`src/rtl/cpu_pkg.sv`:
```
// Shared core definitions: fetch queue entry layout, instruction size and control-flow opcodes.
package cpu_pkg;

  localparam int CPU_XLEN    = 32;
  localparam int INSTR_BYTES = 4;

  localparam logic [6:0] OPC_JAL    = 7'b1101111;
  localparam logic [6:0] OPC_JALR   = 7'b1100111;
  localparam logic [6:0] OPC_BRANCH = 7'b1100011;

  typedef struct packed {
    logic [31:0]         instr;
    logic [CPU_XLEN-1:0] pc;
  } fetch_entry_t;

endpackage

```
`src/rtl/fetch_fifo.sv`:
```
// Synchronous FIFO with flush and occupancy count. Pop is read-first, so a push and a pop
// in the same cycle are legal even when the FIFO is full.
module fetch_fifo #(
  parameter int  DEPTH   = 4,
  parameter type entry_t = logic [31:0]
) (
  input  logic                   CLK,
  input  logic                   rst,
  input  logic                   flush,
  input  logic                   push,
  input  entry_t                 push_data,
  input  logic                   pop,
  output entry_t                 pop_data,
  output logic [$clog2(DEPTH):0] count
);
  localparam int PW = (DEPTH > 1) ? $clog2(DEPTH) : 1;
  localparam int CW = $clog2(DEPTH) + 1;

  entry_t          mem [DEPTH];
  logic [PW-1:0]   wr_ptr, rd_ptr;
  logic            do_push, do_pop, full;

  function automatic logic [PW-1:0] next_ptr(input logic [PW-1:0] p);
    return (p == PW'(DEPTH - 1)) ? '0 : p + 1'b1;
  endfunction

  assign full     = (count == CW'(DEPTH));
  assign do_pop   = pop && (count != '0);
  assign do_push  = push && (!full || do_pop);
  assign pop_data = mem[rd_ptr];

  always_ff @(posedge CLK or posedge rst) begin
    if (rst) begin
      wr_ptr <= '0;
      rd_ptr <= '0;
      count  <= '0;
    end else if (flush) begin
      wr_ptr <= '0;
      rd_ptr <= '0;
      count  <= '0;
    end else begin
      if (do_push) wr_ptr <= next_ptr(wr_ptr);
      if (do_pop)  rd_ptr <= next_ptr(rd_ptr);
      count <= count + CW'(do_push) - CW'(do_pop);
    end
  end

  // Storage carries data only; occupancy is tracked by the control registers above.
  always_ff @(posedge CLK) begin
    if (do_push && !flush) mem[wr_ptr] <= push_data;
  end

  always_ff @(posedge CLK) begin
    if (!rst && !flush) assert (!(push && full && !pop));
  end

endmodule

```
`src/rtl/fetch_queue.sv`:
```
// RV32 instruction-fetch front end: credit-limited memory requests, prefetch queue, redirect flush.
// Define FETCH_PERF_CNT_EN to add the perf_stall_cycles / perf_flushed counters.
module fetch_queue
  import cpu_pkg::*;
#(
  parameter int              XLEN            = 32,
  parameter int              DEPTH           = 4,
  parameter int              MAX_OUTSTANDING = 2,
  parameter logic [XLEN-1:0] RESET_PC        = '0
) (
  input  logic            CLK,
  input  logic            rst,
  output logic            imem_req_valid,
  input  logic            imem_req_ready,
  output logic [XLEN-1:0] imem_req_addr,
  input  logic            imem_rsp_valid,
  input  logic [31:0]     imem_rsp_data,
  input  logic            redirect_valid,
  input  logic [XLEN-1:0] redirect_pc,
  output logic            instr_valid,
  input  logic            instr_ready,
  output logic [31:0]     instr_data,
  output logic [XLEN-1:0] instr_pc,
  output logic [XLEN-1:0] instr_pc_plus4
`ifdef FETCH_PERF_CNT_EN
  ,
  output logic [31:0]     perf_stall_cycles,
  output logic [31:0]     perf_flushed
`endif
);
  localparam int QCW = $clog2(DEPTH) + 1;
  localparam int OCW = $clog2(MAX_OUTSTANDING) + 1;

  logic [XLEN-1:0] fetch_pc, pcf_head, rsp_pc;
  logic [OCW-1:0]  outstanding, drop_cnt, live;
  logic [QCW-1:0]  q_count;
  logic [31:0]     credit;
  logic            req_fire, rsp_bypass, rsp_keep, pcf_push, pcf_pop, q_pop;
  fetch_entry_t    q_in, q_head;

  // Requests still expected to land in the queue reserve a slot before they are issued.
  assign live           = outstanding - drop_cnt;
  assign credit         = 32'(q_count) + 32'(live);
  assign imem_req_valid = !rst && !redirect_valid && (credit < 32'(DEPTH))
                          && (32'(outstanding) < 32'(MAX_OUTSTANDING));
  assign imem_req_addr  = fetch_pc;
  assign req_fire       = imem_req_valid && imem_req_ready;

  // A response with nothing outstanding answers the request issued this very cycle.
  assign rsp_bypass = imem_rsp_valid && (outstanding == '0);
  assign rsp_pc     = rsp_bypass ? fetch_pc : pcf_head;
  assign pcf_push   = req_fire && !rsp_bypass;
  assign pcf_pop    = imem_rsp_valid && !rsp_bypass;
  assign rsp_keep   = imem_rsp_valid && !redirect_valid && (drop_cnt == '0);
  assign q_in       = '{instr: imem_rsp_data, pc: rsp_pc};
  assign q_pop      = instr_ready && !redirect_valid;

  fetch_fifo #(.DEPTH(MAX_OUTSTANDING), .entry_t(logic [XLEN-1:0])) u_pc_fifo (
    .CLK       (CLK),
    .rst       (rst),
    .flush     (1'b0),
    .push      (pcf_push),
    .push_data (fetch_pc),
    .pop       (pcf_pop),
    .pop_data  (pcf_head),
    .count     (outstanding)
  );

  fetch_fifo #(.DEPTH(DEPTH), .entry_t(fetch_entry_t)) u_queue (
    .CLK       (CLK),
    .rst       (rst),
    .flush     (redirect_valid),
    .push      (rsp_keep),
    .push_data (q_in),
    .pop       (q_pop),
    .pop_data  (q_head),
    .count     (q_count)
  );

  assign instr_valid    = (q_count != '0);
  assign instr_data     = instr_valid ? q_head.instr : '0;
  assign instr_pc       = instr_valid ? q_head.pc : '0;
  assign instr_pc_plus4 = instr_valid ? q_head.pc + XLEN'(INSTR_BYTES) : '0;

  always_ff @(posedge CLK or posedge rst) begin
    if (rst) begin
      fetch_pc <= RESET_PC;
      drop_cnt <= '0;
    end else if (redirect_valid) begin
      fetch_pc <= {redirect_pc[XLEN-1:2], 2'b00};
      drop_cnt <= outstanding - OCW'(imem_rsp_valid);
    end else begin
      if (req_fire) fetch_pc <= fetch_pc + XLEN'(INSTR_BYTES);
      if (imem_rsp_valid && (drop_cnt != '0)) drop_cnt <= drop_cnt - 1'b1;
    end
  end

`ifdef FETCH_PERF_CNT_EN
  function automatic logic [31:0] sat_add(input logic [31:0] a, input logic [31:0] b);
    logic [32:0] s;
    s = {1'b0, a} + {1'b0, b};
    return s[32] ? '1 : s[31:0];
  endfunction

  logic        rsp_drop;
  logic [31:0] flush_amt;

  assign rsp_drop  = imem_rsp_valid && (drop_cnt != '0);
  assign flush_amt = redirect_valid ? 32'(q_count) + 32'(imem_rsp_valid) : 32'(rsp_drop);

  always_ff @(posedge CLK or posedge rst) begin
    if (rst) begin
      perf_stall_cycles <= '0;
      perf_flushed      <= '0;
    end else begin
      perf_stall_cycles <= sat_add(perf_stall_cycles, 32'(instr_ready && !instr_valid));
      perf_flushed      <= sat_add(perf_flushed, flush_amt);
    end
  end
`endif

endmodule

```
`config.mk`:
```
export PLATFORM = sky130hd
export DESIGN_NAME = fetch_queue
export DESIGN_NICKNAME = d
export VERILOG_FILES = /design/src/rtl/cpu_pkg.sv /design/src/rtl/fetch_fifo.sv /design/src/rtl/fetch_queue.sv
export SDC_FILE = /design/constraint.sdc
export NUM_CORES = 1
export LEC_CHECK = 0
export ABC_AREA = 1
export CORE_MARGIN = 2
export CORE_UTILIZATION = 57
export DETAILED_ROUTE_END_ITERATION = 7
export MAX_ROUTING_LAYER = met4
export PLACE_DENSITY = 0.81
export RECOVER_POWER = 25
export SLEW_MARGIN = 15
export SYNTH_ARGS = -nofsm -noshare
export SYNTH_HDL_FRONTEND = slang
export SYNTH_HIERARCHICAL = 1
export SYNTH_SLANG_ARGS = --single-unit
```
`constraint.sdc`:
```
create_clock -name CLK -period 6.1 [get_ports CLK]
set_input_delay 1.22 -clock CLK [delete_from_list [all_inputs] [get_ports CLK]]
set_output_delay 1.22 -clock CLK [all_outputs]
set_load 0.05 [all_outputs]
```
==> metrics <==
via/cell ratio 5.50; most common cell after layout, fill and taps aside nand2_1; crit path kind flip-flop to output port; Row Count 63; number of global-route vias before repair around 13000; Hold Slack 579 ps; Final ANT Viol Nets 0; Slew @ Worst Pin 1880 ps; Die X 178 µm; CP Launch Point u_queue/rd_ptr[1]$_DFFE_PP0P_; Inst Count DP 2308; Netlist cell types 40; Final WS setup 542 ps; initial antenna violation count 2; global-route wire length before repair 65.2 mm; first-pass detailed-route iteration total 5; Synth Instances 1768; number of setup buffers added after CTS 0; Final HPWL DP 28.0 mm; chip height 178 µm; Non-Filler Instances 2376; yosys warns 6; commonest cells after routing, fill and taps aside 407 x nand2_1, 320 x edfxtp_1, 319 x nor2_1, 163 x inv_1, 162 x clkdlybuf4s50_1; starting density of the core 58.0%; ys flop type edfxtp_1; unrepaired setup endpoints after global routing false; Final Hold Vio Count 0; overflow left after global routing 0; Critical Path Sink Type output port; clock sink count 363; worst skew pair latency 520 ps; gr usage total 27.4%; Clock Skew 18.8 ps; layout cells sized above 1 under 10%; number of synthesized flops with an enable pin 320; leakage power 8.07 nW; Max Cap Viol 1; clk buf depth 3; pre-CTS setup slack 1130 ps; CTS Hold Bufs 0; area added between synthesis and finish 19.5%; root buffer cell clkbuf_16; DIE AREA about 32000 µm²; Fmax around 180 MHz; Area after DPL 19400 µm²; post-CTS sizing 0; crit share post-route 91.1%; CTS Buf Count 36; routed vias between 10000 and 15000; Async S/R FF share, synth 11.8%; status finished, violations left; final instance area about 21000 µm²; largest net degree at the start of global routing 75; TritonCTS clock tree built; 1st-iter DRT viols 1215; HP Start drop_cnt[1]$_DFFE_PP0P_; # nets final between 2000 and 2500; failing checks capacitance limit, slew limit; Hold Crit Class flip-flop to flip-flop; # DRC 0; worst vdd ir 0.000209 V; Synth Cell Area between 15000 and 20000 µm²; IO buf count 195; sequential-to-total area share from yosys stat a little over 60%; post-layout util 69.3%; Overall Power 8.47 mW; Required @ worst endpoint 4880 ps; Max Slew Vio Count 33; core area 29600 µm²; Max FO, Critical Path 21; Reg clk slew, reported paths 60 ps; max_slew headroom -25.3%; TNS Setup 0 ps; Final GP Congestion 0.921; fillers around 2100; syn_area_per_cell approximately 10 µm²; number of synthesized register bits 363; H-tree lvl count 2; Routed WL approximately 41 mm; r2r startpoint u_pc_fifo/count[0]$_DFF_PP0_; pwr/cell area 412 nW/µm²; post-layout min period 5560 ps; CP arrival ~4300 ps; crit start category flip-flop; DR WL/cell 17.4 µm; final setup fails 0; Ports 200
-- power breakdown --
part / internal, mW / switching [mW] / total, mW
combinational: 0.940 / 2.38 / 3.32
sequential: 2.82 / 0.116 / 2.94
clock: 1.31 / 0.893 / 2.21
-- critical path, cell delays in order (launching register included) --
cell and delay (ps):
dfrtp_1 620, inv_2 400, buf_4 360, o21ai_1 110
o22ai_1 410, nand3_2 230, nor2_2 200, inv_1 110
nor2_2 150, nor2_1 60, nor3_1 270, clkdlybuf4s50_1 860
-- cells by family (layout without fill, tap and decap cells) --
| family | count (synthesis) | after routing | share of synthesized area, % |
|---|---|---|---|
| AO/OA/AOI/OAI | 247 | 247 | 8.00 |
| XOR/XNOR | 11 | 11 | 0.560 |
| adder cells (fa/ha/maj) | 15 | 15 | 1.13 |
| buffers and inverters | 248 | 454 | 7.02 |
| flip-flops | 363 | 363 | 62.1 |
| other | 1 | 13 | 0.0218 |
| AND/OR/NAND/NOR | 883 | 883 | 21.1 |
-- path summary, 6_finish.rpt --
kind / to / slack (ps) / depth (start not counted)
max reg2reg: u_pc_fifo/mem[0][14]$_DFFE_PP_ / 2530 / 14
max in group asynchronous: imem_req_addr[18]$_DFFE_PP0P_ / 3100 / 3
min in group asynchronous: u_pc_fifo/wr_ptr$_DFFE_PP0P_ / 1090 / 2
min reg2reg: drop_cnt[1]$_DFFE_PP0P_ / 580 / 2
max: instr_pc_plus4[15] / 540 / 11
min: drop_cnt[1]$_DFFE_PP0P_ / 580 / 2
-- registers in the layout (all words and copies together), names as in the netlist --
| signal | flops |
|---|---|
| u_queue/wr_ptr | 2 |
| drop_cnt | 2 |
| u_pc_fifo/mem | 64 |
| u_queue/count | 3 |
| imem_req_addr | 30 |
| u_pc_fifo/wr_ptr | 1 |
| u_queue/rd_ptr | 2 |
| u_pc_fifo/rd_ptr | 1 |
| u_queue/mem | 256 |
| u_pc_fifo/count | 2 |
-- metal layers --
| layer | vias up | part of all wire (%) | global-route usage, % |
|---|---|---|---|
| li1 | 6263 | - | - |
| met4 | 0 | 2.2 | 7.72 |
| met3 | 73 | 8.6 | 4.22 |
| met1 | 6117 | 42 | 36.3 |
| met2 | 620 | 48 | 44.5 |
| met5 | - | 0 | - |
-- Yosys cell counts (10+ instances only) --
library cell / number / area [µm²]
inv_1: 163 / 612
buf_2: 18 / 90.1
edfxtp_1: 320 / 9610
buf_4: 10 / 75.1
o22ai_1: 64 / 400
o21ai_1: 40 / 200
clkbuf_1: 27 / 101
dfrtp_1: 43 / 1080
nand2_1: 407 / 1530
o21ai_2: 16 / 140
nand2_2: 28 / 175
ha_1: 14 / 175
nor2_1: 323 / 1210
buf_6: 17 / 191
o21ai_0: 118 / 591
nand3_1: 87 / 435
-- area by class of cell --
class	count	area [µm²]	share of cell area (%)
Antenna cell	3	7.51	0.0365
Clock buffer	49	991	4.82
Tap cell	390	488	2.37
Sequential cell	363	10700	52.0
Timing Repair Buffer	219	2150	10.5
Inverter	170	653	3.18
Clock inverter	16	190	0.926
Multi-Input combinational cell	1166	5380	26.2
(Power assumes the default switching activity.)
